`config.mk`:
```
export PLATFORM = sky130hd
export DESIGN_NAME = refresh_scheduler
export DESIGN_NICKNAME = d
export VERILOG_FILES = /design/src/rtl/refresh_pkg.sv /design/src/rtl/refresh_rank_ctr.sv /design/src/rtl/refresh_scheduler.sv
export SDC_FILE = /design/constraint.sdc
export NUM_CORES = 1
export LEC_CHECK = 0
export CORE_ASPECT_RATIO = 1.2
export CORE_UTILIZATION = 55
export DETAILED_ROUTE_END_ITERATION = 6
export PLACE_DENSITY = 0.75
export SLEW_MARGIN = 10
export SYNTH_ARGS = -nofsm -noshare
export SYNTH_HDL_FRONTEND = slang
export SYNTH_SLANG_ARGS = --single-unit
```
`constraint.sdc`:
```
create_clock -name clk -period 3.2 [get_ports clk]
set_input_delay 0.48 -clock clk [delete_from_list [all_inputs] [get_ports clk]]
set_output_delay 0.48 -clock clk [all_outputs]
set_load 0.01 [all_outputs]
```
`src/rtl/refresh_pkg.sv`:
```
// Shared constants, width helpers and the owed-accumulator update encoding
// for the multi-rank refresh scheduler.
package refresh_pkg;

  localparam int CLK_MHZ          = 150;
  localparam int TREFI            = 1170;  // 7.8 us at CLK_MHZ
  localparam int DEFAULT_MAX_OWED = 8;

  function automatic int clog2(input int value);
    int result;
    result = 0;
    for (int i = 0; i < 32; i++) begin
      if ((1 << result) < value) result = result + 1;
    end
    return result;
  endfunction

  // Owed count must represent 0..max_owed inclusive.
  function automatic int owed_w(input int max_owed);
    return clog2(max_owed + 1);
  endfunction

  localparam int DEFAULT_OWED_W = owed_w(DEFAULT_MAX_OWED);

  typedef enum logic [1:0] {
    HOLD = 2'd0,
    INC  = 2'd1,
    DEC  = 2'd2
  } owed_op_e;

endpackage

```
`src/rtl/refresh_rank_ctr.sv`:
```
// One rank: tREFI interval counter, tick pulse, owed-refresh accumulator,
// registered req/urgent flags and sticky overflow/ack errors.
module refresh_rank_ctr
  import refresh_pkg::*;
#(
  parameter int TREFI_CYCLES  = TREFI,
  parameter int CNT_W         = 24,
  parameter int MAX_OWED      = DEFAULT_MAX_OWED,
  parameter int URGENT_THRESH = 6,
  parameter int OWED_W        = owed_w(MAX_OWED),
  parameter int INIT_OFFSET   = 0
) (
  input  logic              clk,
  input  logic              rst_n,
  input  logic              en,
  input  logic              ack,
  input  logic              err_clr,
  output logic              req,
  output logic              urgent,
  output logic              tick,
  output logic [OWED_W-1:0] owed,
  output logic              ovf_err,
  output logic              ack_err
);

  logic [CNT_W-1:0]  cnt;
  logic              expire;
  owed_op_e          op;
  logic [OWED_W-1:0] owed_nxt;
  logic              ovf_set;
  logic              ack_set;

  // A coincident expiry and ack cancel out, so neither saturation error fires.
  always_comb begin
    expire   = en && (cnt == CNT_W'(TREFI_CYCLES - 1));
    op       = HOLD;
    owed_nxt = owed;
    ovf_set  = 1'b0;
    ack_set  = 1'b0;
    if (expire && !ack)      op = INC;
    else if (!expire && ack) op = DEC;
    case (op)
      INC: begin
        if (owed == OWED_W'(MAX_OWED)) ovf_set  = 1'b1;
        else                           owed_nxt = owed + OWED_W'(1);
      end
      DEC: begin
        if (owed == '0) ack_set  = 1'b1;
        else            owed_nxt = owed - OWED_W'(1);
      end
      default: owed_nxt = owed;
    endcase
  end

  always_ff @(posedge clk or negedge rst_n) begin
    if (!rst_n) begin
      cnt     <= CNT_W'(INIT_OFFSET);
      tick    <= 1'b0;
      owed    <= '0;
      req     <= 1'b0;
      urgent  <= 1'b0;
      ovf_err <= 1'b0;
      ack_err <= 1'b0;
    end else begin
      if (en) begin
        cnt  <= expire ? '0 : cnt + CNT_W'(1);
        tick <= expire;
      end else begin
        tick <= 1'b0;
      end
      owed   <= owed_nxt;
      req    <= (owed_nxt != '0);
      urgent <= (owed_nxt >= OWED_W'(URGENT_THRESH));
      // Set wins over a simultaneous clear.
      if (ovf_set)      ovf_err <= 1'b1;
      else if (err_clr) ovf_err <= 1'b0;
      if (ack_set)      ack_err <= 1'b1;
      else if (err_clr) ack_err <= 1'b0;
    end
  end

endmodule

```
`src/rtl/refresh_scheduler.sv`:
```
// Multi-rank refresh interval scheduler: one staggered rank controller per
// rank; this level only fans vectors out to the ranks and packs results back.
module refresh_scheduler
  import refresh_pkg::*;
#(
  parameter int NUM_RANKS     = 2,
  parameter int TREFI_CYCLES  = TREFI,
  parameter int CNT_W         = 24,
  parameter int MAX_OWED      = DEFAULT_MAX_OWED,
  parameter int URGENT_THRESH = 6
) (
  input  logic                                     clk,
  input  logic                                     rst_n,
  input  logic                                     en,
  input  logic [NUM_RANKS-1:0]                     ref_ack,
  input  logic                                     err_clr,
  output logic [NUM_RANKS-1:0]                     ref_req,
  output logic [NUM_RANKS-1:0]                     ref_urgent,
  output logic [NUM_RANKS-1:0]                     tick,
  output logic [NUM_RANKS*owed_w(MAX_OWED)-1:0]    owed_cnt,
  output logic [NUM_RANKS-1:0]                     ovf_err,
  output logic [NUM_RANKS-1:0]                     ack_err
);

  localparam int RANK_OWED_W = owed_w(MAX_OWED);

  for (genvar r = 0; r < NUM_RANKS; r++) begin : g_rank
    refresh_rank_ctr #(
      .TREFI_CYCLES (TREFI_CYCLES),
      .CNT_W        (CNT_W),
      .MAX_OWED     (MAX_OWED),
      .URGENT_THRESH(URGENT_THRESH),
      .OWED_W       (RANK_OWED_W),
      .INIT_OFFSET  (r * (TREFI_CYCLES / NUM_RANKS))
    ) u_rank (
      .clk    (clk),
      .rst_n  (rst_n),
      .en     (en),
      .ack    (ref_ack[r]),
      .err_clr(err_clr),
      .req    (ref_req[r]),
      .urgent (ref_urgent[r]),
      .tick   (tick[r]),
      .owed   (owed_cnt[r*RANK_OWED_W +: RANK_OWED_W]),
      .ovf_err(ovf_err[r]),
      .ack_err(ack_err[r])
    );
  end

endmodule

```
==> results.toml, run 1 <==
[run_status]
outcome = "completed"

[clocking]
numClockSinks = 66
ctsHoldBuffers = 0
cts.clk_slew.worst_paths_ns = 0.07
cts_resized = 0
root_buffer = "clkbuf_8"
numCtsBuffers = 9
clockBufferDepth = 2
cts_tree = "yes"
clkLatencyLatePin_ns = 0.33
cts_setup_buffers = 0
htreeDepth = 3

[logic_synthesis]
synth_largest_area_cell = "dfrtp_1"
syn_nets = 372
synthFlopType = "dfrtp_1"
yosys_register_bits = 66
synth_top_area_share = 0.437
synth_cell_type_count = 49
ys_seq_area_frac = 0.467
synth_edf_count = 0
async_reset_ff_frac = 1.00
synth_common_cells = "dfrtp_1 (62), nand2_1 (35), nor2_1 (28), xnor2_1 (28), inv_1 (18)"
synth_area_per_cell_sq_um = 10.0
yosysWarnings = 0
synth_area_leaders = "dfrtp_1 (44%), xnor2_1 (6.9%), ha_1 (4.2%)"
synth.most_common_cell = "dfrtp_1"
syn_area_sq_mm = 0.00355
netlist_instances = 354

[timing]
period_needed_ns = 2.88
fmax_mhz = 347
maxSlewViolCount = 0
max_slew_margin = 0.464
finClkSkew_ns = 0.00958
rsz0062_at_grt = "false"
worstMarginPinSlew_ns = 0.804
fin_tns_setup_ns = 0
post-route-period-util = 0.901
worst_slack_ns = 0.316
hold_viol = 0
setup_violations = 0

[final_layout]
area_growth_syn_to_layout_pct = 11.5
stdcell_count = 457
drive_above_1_share = 0.0960
fin_nets = 388
diodes = 0

[die]
rows = 31
start_util = 0.579
io_pins = 24
die_x_microns = 75.3
dieArea_sq_mm = 0.00678
core_area_sq_mm = 0.00613
die_y_microns = 90.0

[place]
placedCellCount = 441
dp_slack_ns = 0.191
hpwl_microns = 4410
gp_congestion = 0.819
portBuffers = 23

[critical_path]
critPathSlowestCell = "dfrtp_1"
crit_path_end_kind = "flip-flop"
cp-start-kind = "flip-flop"
rr_worst_depth = 10
max_stage_delay_ns = 0.45
crit_fanout = 11
crit_arrival_ns = 3.08
required_ns = 3.39
critPathKind = "flip-flop to flip-flop"
worstPathCellList = "nor4b_1 -> nand4_1 -> nor3_2 -> inv_1 -> ha_1 -> nand2b_1 -> o32ai_1 -> nand2_1 -> nand3b_1 -> or4b_1"

[power_and_ir_drop]
p_total_mw = 2.46
ir_worst_vdd_mv = 0.420
p_leak_nw = 1.76
power_density_mw_per_mm2 = 623

[flow_run]
cap_violations = 0

[drt]
dr_total_vias = 2520
vias_per_cell = 5.51
wl_per_cell_microns = 13.9
drc_errors = 0
dr.pass1.iters = 4
ant_nets = 0
drtIter0Drc = 101
totalWireLength_microns = 6370

[hold_path]
holdCritPathClass = "primary input to async pin"

[global_route]
grt_pass1_vias = 2444
grt_start_max_net_pins = 67
grt.overflow.total = 0
antenna_found_initial = 0
grtUsageTotal = 0.212
grt_pass1_wl_microns = 11100
critical path, delay by kind of cell, from the launching register on:
kind	cells	cell delay, ns
adder cells (fa/ha/maj)	1	0.39
buffers and inverters	1	0.06
AO/OA/AOI/OAI	1	0.14
flip-flops	1	0.45
AND/OR/NAND/NOR	7	1.69
sequential cells by signal, indices dropped and copies added, names as in the netlist:
| signal | flops |
|---|---|
| g_rank.u_rank.owed | 8 |
| g_rank.u_rank.ack_err | 2 |
| g_rank.u_rank.req | 2 |
| g_rank.u_rank.ovf_err | 2 |
| g_rank.u_rank.cnt | 48 |
| g_rank.u_rank.tick | 2 |
| g_rank.u_rank.urgent | 2 |
worst paths after layout:
kind | startpoint | to | slack (ns)
worst max-delay path | g_rank[0].u_rank.cnt[3]$_DFFE_PN0P_ | g_rank[0].u_rank.req$_DFF_PN0_ | 0.32
min in group clk | g_rank[1].u_rank.cnt[23]$_DFFE_PN0P_ | g_rank[1].u_rank.cnt[23]$_DFFE_PN0P_ | 0.47
worst min-delay path | rst_n | g_rank[0].u_rank.owed[2]$_DFF_PN0_ | 0.33
max in group asynchronous | rst_n | g_rank[1].u_rank.cnt[11]$_DFFE_PN0P_ | 2.35
worst min register to register | g_rank[1].u_rank.cnt[23]$_DFFE_PN0P_ | g_rank[1].u_rank.cnt[23]$_DFFE_PN0P_ | 0.47
worst max register to register | g_rank[0].u_rank.cnt[3]$_DFFE_PN0P_ | g_rank[0].u_rank.req$_DFF_PN0_ | 0.32
cell type report:
cell class | count | area, sq um
Tap cell | 82 | 103
Sequential cell | 66 | 1660
Fill cell | 547 | 2170
Timing Repair Buffer | 27 | 255
Inverter | 18 | 67.6
Clock buffer | 13 | 159
Clock inverter | 3 | 15.0
Multi-Input combinational cell | 248 | 1700
power by group:
group          switching, mW  total (mW)  leakage [nW]  internal [mW]
combinational          0.352       0.703         0.806          0.351
clock                  0.291       0.611        0.0932          0.320
sequential             0.168        1.15         0.864          0.982
routing by layer:
| metal | part of all wire | vias up | GRT usage | wire length, microns |
|---|---|---|---|---|
| met5 | 0 | - | 0 | 0 |
| met1 | 0.47 | 1223 | 0.293 | 2970 |
| met4 | 0.012 | 0 | 0.0880 | 76 |
| met3 | 0.023 | 5 | 0.0370 | 145 |
| met2 | 0.50 | 32 | 0.326 | 3180 |
| li1 | - | 1260 | - | - |
placed cells by master (no fill, tap or decap), types with 4 or more instances in the layout:
| cell type | count |
|---|---|
| a21oi_1 | 8 |
| xor2_1 | 15 |
| nand4_1 | 13 |
| clkdlybuf4s50_1 | 22 |
| nor4b_1 | 6 |
| nor4_1 | 5 |
| dfstp_2 | 4 |
| xnor2_1 | 28 |
| ha_1 | 12 |
| nor2b_1 | 4 |
| inv_1 | 18 |
| or3_1 | 4 |
| buf_4 | 4 |
| nor2_1 | 28 |
| nand3_1 | 15 |
| clkbuf_8 | 11 |
| dfrtp_1 | 62 |
| nand2_1 | 35 |
| and3_1 | 5 |
| o32ai_1 | 5 |
| o21ai_0 | 5 |
| nand2b_1 | 7 |
| nor3_1 | 8 |
cells by family (layout without fill, tap and decap cells):
family / count (synthesis) / after routing / share of synthesized area
AOI/OAI and AO/OA: 37 / 37 / 0.0712
DFF: 66 / 66 / 0.467
buffers and inverters: 40 / 61 / 0.0539
adders and majority gates: 12 / 12 / 0.0423
xor gates and xnor gates: 43 / 43 / 0.106
muxes: 4 / 4 / 0.0123
and+or+nand+nor: 152 / 152 / 0.247
metrics by stage:
step / util / area, sq um / hold WS [ns]
global route: 0.646 / 3960 / 0.390
CTS: 0.646 / 3960 / 0.336
finish: 0.646 / 3960 / 0.325
floorplan: - / 3550 / 0.184
global placement: 0.617 / 3780 / 0.460
detailed placement: 0.617 / 3780 / 0.460
(Power assumes the default switching activity.)
==> inputs of run 2 (changes only) <==
--- a/config.mk
+++ b/config.mk
@@ -5,8 +5,10 @@
 export SDC_FILE = /design/constraint.sdc
 export NUM_CORES = 1
 export LEC_CHECK = 0
+export CAP_MARGIN = 20
 export CORE_ASPECT_RATIO = 1.2
 export CORE_UTILIZATION = 55
+export CTS_CLUSTER_DIAMETER = 40
 export DETAILED_ROUTE_END_ITERATION = 6
 export PLACE_DENSITY = 0.75
 export SLEW_MARGIN = 10
==> results of run 2 <==
Same layout as run 1: the final DEF is identical, and so are final timing and power.
==> inputs of run 3 (changes only) <==
==> constraint.sdc (replaced) <==
create_clock -name clk -period 3 [get_ports clk]
set_input_delay 0.45 -clock clk [delete_from_list [all_inputs] [get_ports clk]]
set_output_delay 0.45 -clock clk [all_outputs]
set_load 0.01 [all_outputs]
==> run 3 against run 2 <==
Register-to-register slack worse by 0.06 ns; worst setup slack worse by 0.057 ns; count of clock-buffer cells in the layout down 2; first-iteration DRC count down 13%; sequential share of layout area down 1.2 points; critical path type unchanged; largest cell class unchanged.
==> results.toml, run 3 (same netlist as run 1, synthesis figures left out) <==
[drt]
drtIter0Drc = 88
ant_nets = 0
drc_errors = 0
totalWireLength_microns = 6650
vias_per_cell = 5.69
dr.pass1.iters = 4
dr_total_vias = 2612
wl_per_cell_microns = 14.5

[clocking]
clockBufferDepth = 2
htreeDepth = 3
cts_setup_buffers = 0
numCtsBuffers = 9
numClockSinks = 66
cts.clk_slew.worst_paths_ns = 0.07
cts_tree = "yes"
clkLatencyLatePin_ns = 0.34
root_buffer = "clkbuf_8"

[final_layout]
diodes = 0
reg_top3 = "g_rank.u_rank.cnt (48), g_rank.u_rank.owed (8)"
largest_register = "g_rank.u_rank.cnt"
stdcell_count = 459
area_growth_syn_to_layout_pct = 14.7
multi_input_area_sq_mm = 0.00171
fillers = 505
drive_above_1_share = 0.109
layout_commonest_cell = "dfrtp_1"
register_area_sq_mm = 0.00166
fin_nets = 390
largest_register_ffs = 48
layout_common_cells = "dfrtp_1 (62), nand2_1 (35), nor2_1 (28), xnor2_1 (28), clkdlybuf4s50_1 (22)"

[global_route]
busiest_layer = "met2"
grtUsageTotal = 0.222
grt.overflow.total = 0
grt_pass1_wl_microns = 11700
grt_start_max_net_pins = 67
grt_pass1_vias = 2631
globalRouteMet2Util = 0.356
grt_use_met1 = 0.293
grt_use_met3 = 0.0381
antenna_found_initial = 0

[timing]
post-route-period-util = 0.914
period_needed_ns = 2.74
holdWs_ns = 0.289
fin_tns_setup_ns = 0
worstMarginPinSlew_ns = 0.814
worst_slack_ns = 0.259
hold_viol = 0
finClkSkew_ns = 0.00534
rsz0062_at_grt = "false"
max_slew_margin = 0.457
maxSlewViolCount = 0
fmax_mhz = 365
setup_violations = 0

[run_status]
outcome = "completed"

[place]
placedCellCount = 443
gp_congestion = 0.818
hpwl_microns = 4440
dp_slack_ns = 0.0670
portBuffers = 23

[flow_run]
cap_violations = 0

[power_and_ir_drop]
p_leak_nw = 1.81
switching_share = 0.303
internal_power_mw = 2.08
power_density_mw_per_mm2 = 734
p_switching_mw = 0.904
p_comb_frac = 0.252
p_total_mw = 2.99
ir_worst_vdd_mv = 0.577
p_seq_frac = 0.412
clockPowerShare = 0.336

[die]
start_util = 0.579
core_area_sq_mm = 0.00613
rows = 31
io_pins = 24
die_x_microns = 75.3
dieArea_sq_mm = 0.00678
die_y_microns = 90.0

[hold_path]
holdCritPathClass = "primary input to async pin"

[critical_path]
cp-start-kind = "flip-flop"
crit_path_end_kind = "flip-flop"
crit_fanout = 9
rrSetupSlack_ns = 0.26
startpoint = "g_rank[1].u_rank.cnt[0]$_DFFE_PN1P_"
crit_arrival_ns = 3.00
critPathKind = "flip-flop to flip-flop"
regToRegStartpoint = "g_rank[1].u_rank.cnt[0]$_DFFE_PN1P_"
required_ns = 3.25
-- run 3: final cells by class --
class,count,share of cell area
inverters,18,0.0166
clock buffers,11,0.0347
flip-flops and latches,66,0.407
repair buffers,29,0.0664
well taps,82,0.0252
multi-input cells,248,0.419
clock inverters,5,0.0307
-- run 3: critical path: stages (launching register included) --
cell and delay (ns):
dfstp_2 0.58, ha_1 0.15, nor4b_1 0.25, nand4_1 0.23, nor3_4 0.27, inv_1 0.07, ha_2 0.42, nand2b_1 0.15
o32ai_1 0.09, mux2_2 0.28, o211ai_1 0.17
-- run 3: power by group through the flow --
stage          clock network (mW)  registers [mW]  logic (mW)
3_5_place_dp                    0            1.24       0.746
4_1_cts                      1.01            1.23       0.754
3_3_place_gp                    0            1.24       0.727
6_report                     1.00            1.23       0.754
5_1_grt                      1.05            1.26       0.849
2_1_floorplan                   0            1.19       0.560
-- run 3: path summary, 6_finish.rpt --
kind | end | cells past startpoint
max | g_rank[1].u_rank.req$_DFF_PN0_ | 10
max in group asynchronous | g_rank[0].u_rank.cnt[2]$_DFFE_PN0P_ | 2
min in group clk | g_rank[1].u_rank.cnt[23]$_DFFE_PN0P_ | 1
max reg2reg | g_rank[1].u_rank.req$_DFF_PN0_ | 10
min | g_rank[0].u_rank.owed[1]$_DFF_PN0_ | 2
min reg2reg | g_rank[1].u_rank.cnt[23]$_DFFE_PN0P_ | 1
-- run 3: per-stage QoR --
step / cell area, sq um / utilization
floorplan: 3550 / -
global placement: 3800 / 0.620
detailed placement: 3800 / 0.620
CTS: 4070 / 0.663
global route: 4070 / 0.664
finish: 4070 / 0.664
-- run 3: repair_timing --
action                                 in CTS  in global routing
hold buffers                                0                  0
gates resized for setup                     0                  3
endpoints found under the hold margin       0                  0
setup endpoints to repair                   0                  2
-- run 3: routing by layer --
| layer | vias to the layer above | routed length, microns |
|---|---|---|
| met5 | - | 0 |
| met3 | 8 | 188 |
| met2 | 46 | 3330 |
| li1 | 1261 | - |
| met1 | 1297 | 3040 |
| met4 | 0 | 93 |
==> patch (flow settings as in run 2) <==
Reset style: synchronous (`rst_n`), changed in one clocked block.
--- a/src/rtl/refresh_rank_ctr.sv
+++ b/src/rtl/refresh_rank_ctr.sv
@@ -52,7 +52,7 @@
     endcase
   end
 
-  always_ff @(posedge clk or negedge rst_n) begin
+  always_ff @(posedge clk) begin
     if (!rst_n) begin
       cnt     <= CNT_W'(INIT_OFFSET);
       tick    <= 1'b0;
Behaviour: differs if rst_n is asserted again (counterexample within 4 cycles, from zero or initial values and one cycle with rst_n low); with rst_n held inactive, the same outputs for 10 cycles.
==> patch against run 2 <==
  * Worst setup slack gained 0.058 ns
  * Wire length grew 15%
  * Design area grew 1.5%
  * Global-route usage grew 2.4 points
  * Sequential cell count is the same
  * Count of clock-buffer cells in the layout shrank 1
  * Maximum frequency grew 2.0%
  * Non-clock buffer count grew 7
  * Synthesized area grew 0.46%
Power is not compared: it rests on default switching activity, and its combinational part moved more than twofold at a synthesized area within 25%.
==> patch: results (changes against run 2) <==
* Outcome: completed (unchanged)
* Predominant post-synthesis flop cell: dfxtp_1 (was dfrtp_1)
* Met2 Use GR at 0.382 (was 0.326)
* Hold WS at 0.487 ns (was 0.325 ns)
* Top cells by area, synth: dfxtp_1 37%, nor2_1 6.0%, xor2_1 4.9% (was dfrtp_1 44%, xnor2_1 6.9%, ha_1 4.2%)
* Slack of the worst reg-to-reg path at 0.37 ns (was 0.32 ns)
* Max_slew headroom at 0.579 (was 0.464)
* First-pass GRT wire length at 12,600 um (was 11,100 um)
* All-Layer GR Usage at 0.237 (was 0.212)
* Clock Skew at 0.00375 ns (was 0.00958 ns)
* Largest net degree at the start of global routing at 24 (was 67)
* # nets final at 455 (was 388)
* Grt met1 use at 0.302 (was 0.293)
* Cells after DPL at 508 (was 441)
* Grt met3 use at 0.0482 (was 0.0370)
* Post-synth ARST share at 0 (was 1.00)
* Cell variety after synth at 53 (was 49)
* Hold WC Path Type: flip-flop to flip-flop (was primary input to async pin)
* Finished Layout Cells at 524 (was 457)
* Worst reg2reg path depth at 9 (was 10)
* Critical path arrival at 3.05 ns (was 3.08 ns)
* Sequential-to-total area share from yosys stat at 0.371 (was 0.467)
* Synth cell count leaders: 66 x dfxtp_1, 57 x nor2_1, 27 x nand3_1 (was 62 x dfrtp_1, 35 x nand2_1, 28 x nor2_1, 28 x xnor2_1, 18 x inv_1)
* Critical path peak fanout at 8 (was 11)
* Synth Instances at 422 (was 354)
* Number of global-route vias before repair at 2,855 (was 2,444)
patch: layer usage:
metal,vias up,wire [um]
met5,-,0
met4,0,104
met3,10,211
met2,48,3470
met1,1398,3510
li1,1514,-
patch: critical path, cell delays in order (launching register included):
cell	delay [ns]
dfxtp_1	0.43
ha_1	0.18
nor4b_1	0.23
nand4_1	0.14
or2_2	0.34
ha_1	0.44
nand2b_1	0.19
o2bb2ai_1	0.09
mux2_2	0.28
o41a_1	0.41
patch: cells by family after synthesis:
kind of cell    after synthesis  synth area share
compound gates               50            0.0979
xor+xnor                     36            0.0884
fa+ha+maj                    12            0.0421
buf+inv                      49            0.0674
flops                        66             0.371
mux                           5            0.0147
simple gates                204             0.319
patch: through the flow:
step | worst slack, ns | util | power (mW) | instance area, um2
global placement | 0.142 | 0.622 | 0.929 | 3810
detailed placement | 0.0370 | 0.622 | 0.930 | 3810
finish | 0.374 | 0.656 | 1.62 | 4020
global route | 0.214 | 0.656 | 1.69 | 4020
floorplan | 0.441 | - | 0.904 | 3570
CTS | 0.395 | 0.656 | 1.64 | 4020
patch: cell type report:
cell class	instances	area (um2)	area share
Tap cell	82	103	0.0255
Inverter	19	71.3	0.0178
Clock buffer	12	155	0.0386
Multi-Input combinational cell	307	2000	0.499
Clock inverter	4	50.0	0.0125
Timing Repair Buffer	34	313	0.0779
Sequential cell	66	1320	0.329
patch: final timing paths:
path / end / from
min: g_rank[1].u_rank.ack_err / g_rank[1].u_rank.ack_err
max: g_rank[0].u_rank.req / g_rank[0].u_rank.cnt[0]
max reg2reg: g_rank[0].u_rank.req / g_rank[0].u_rank.cnt[0]
min reg2reg: g_rank[1].u_rank.ack_err / g_rank[1].u_rank.ack_err
patch: power groups by stage:
stage | registers, mW | logic [mW] | clock network [mW]
after detailed placement | 0.854 | 0.0758 | 0
final | 0.836 | 0.0758 | 0.712
after global routing | 0.837 | 0.0854 | 0.771
after floorplan | 0.852 | 0.0515 | 0
after global placement | 0.854 | 0.0749 | 0
after CTS | 0.836 | 0.0764 | 0.724
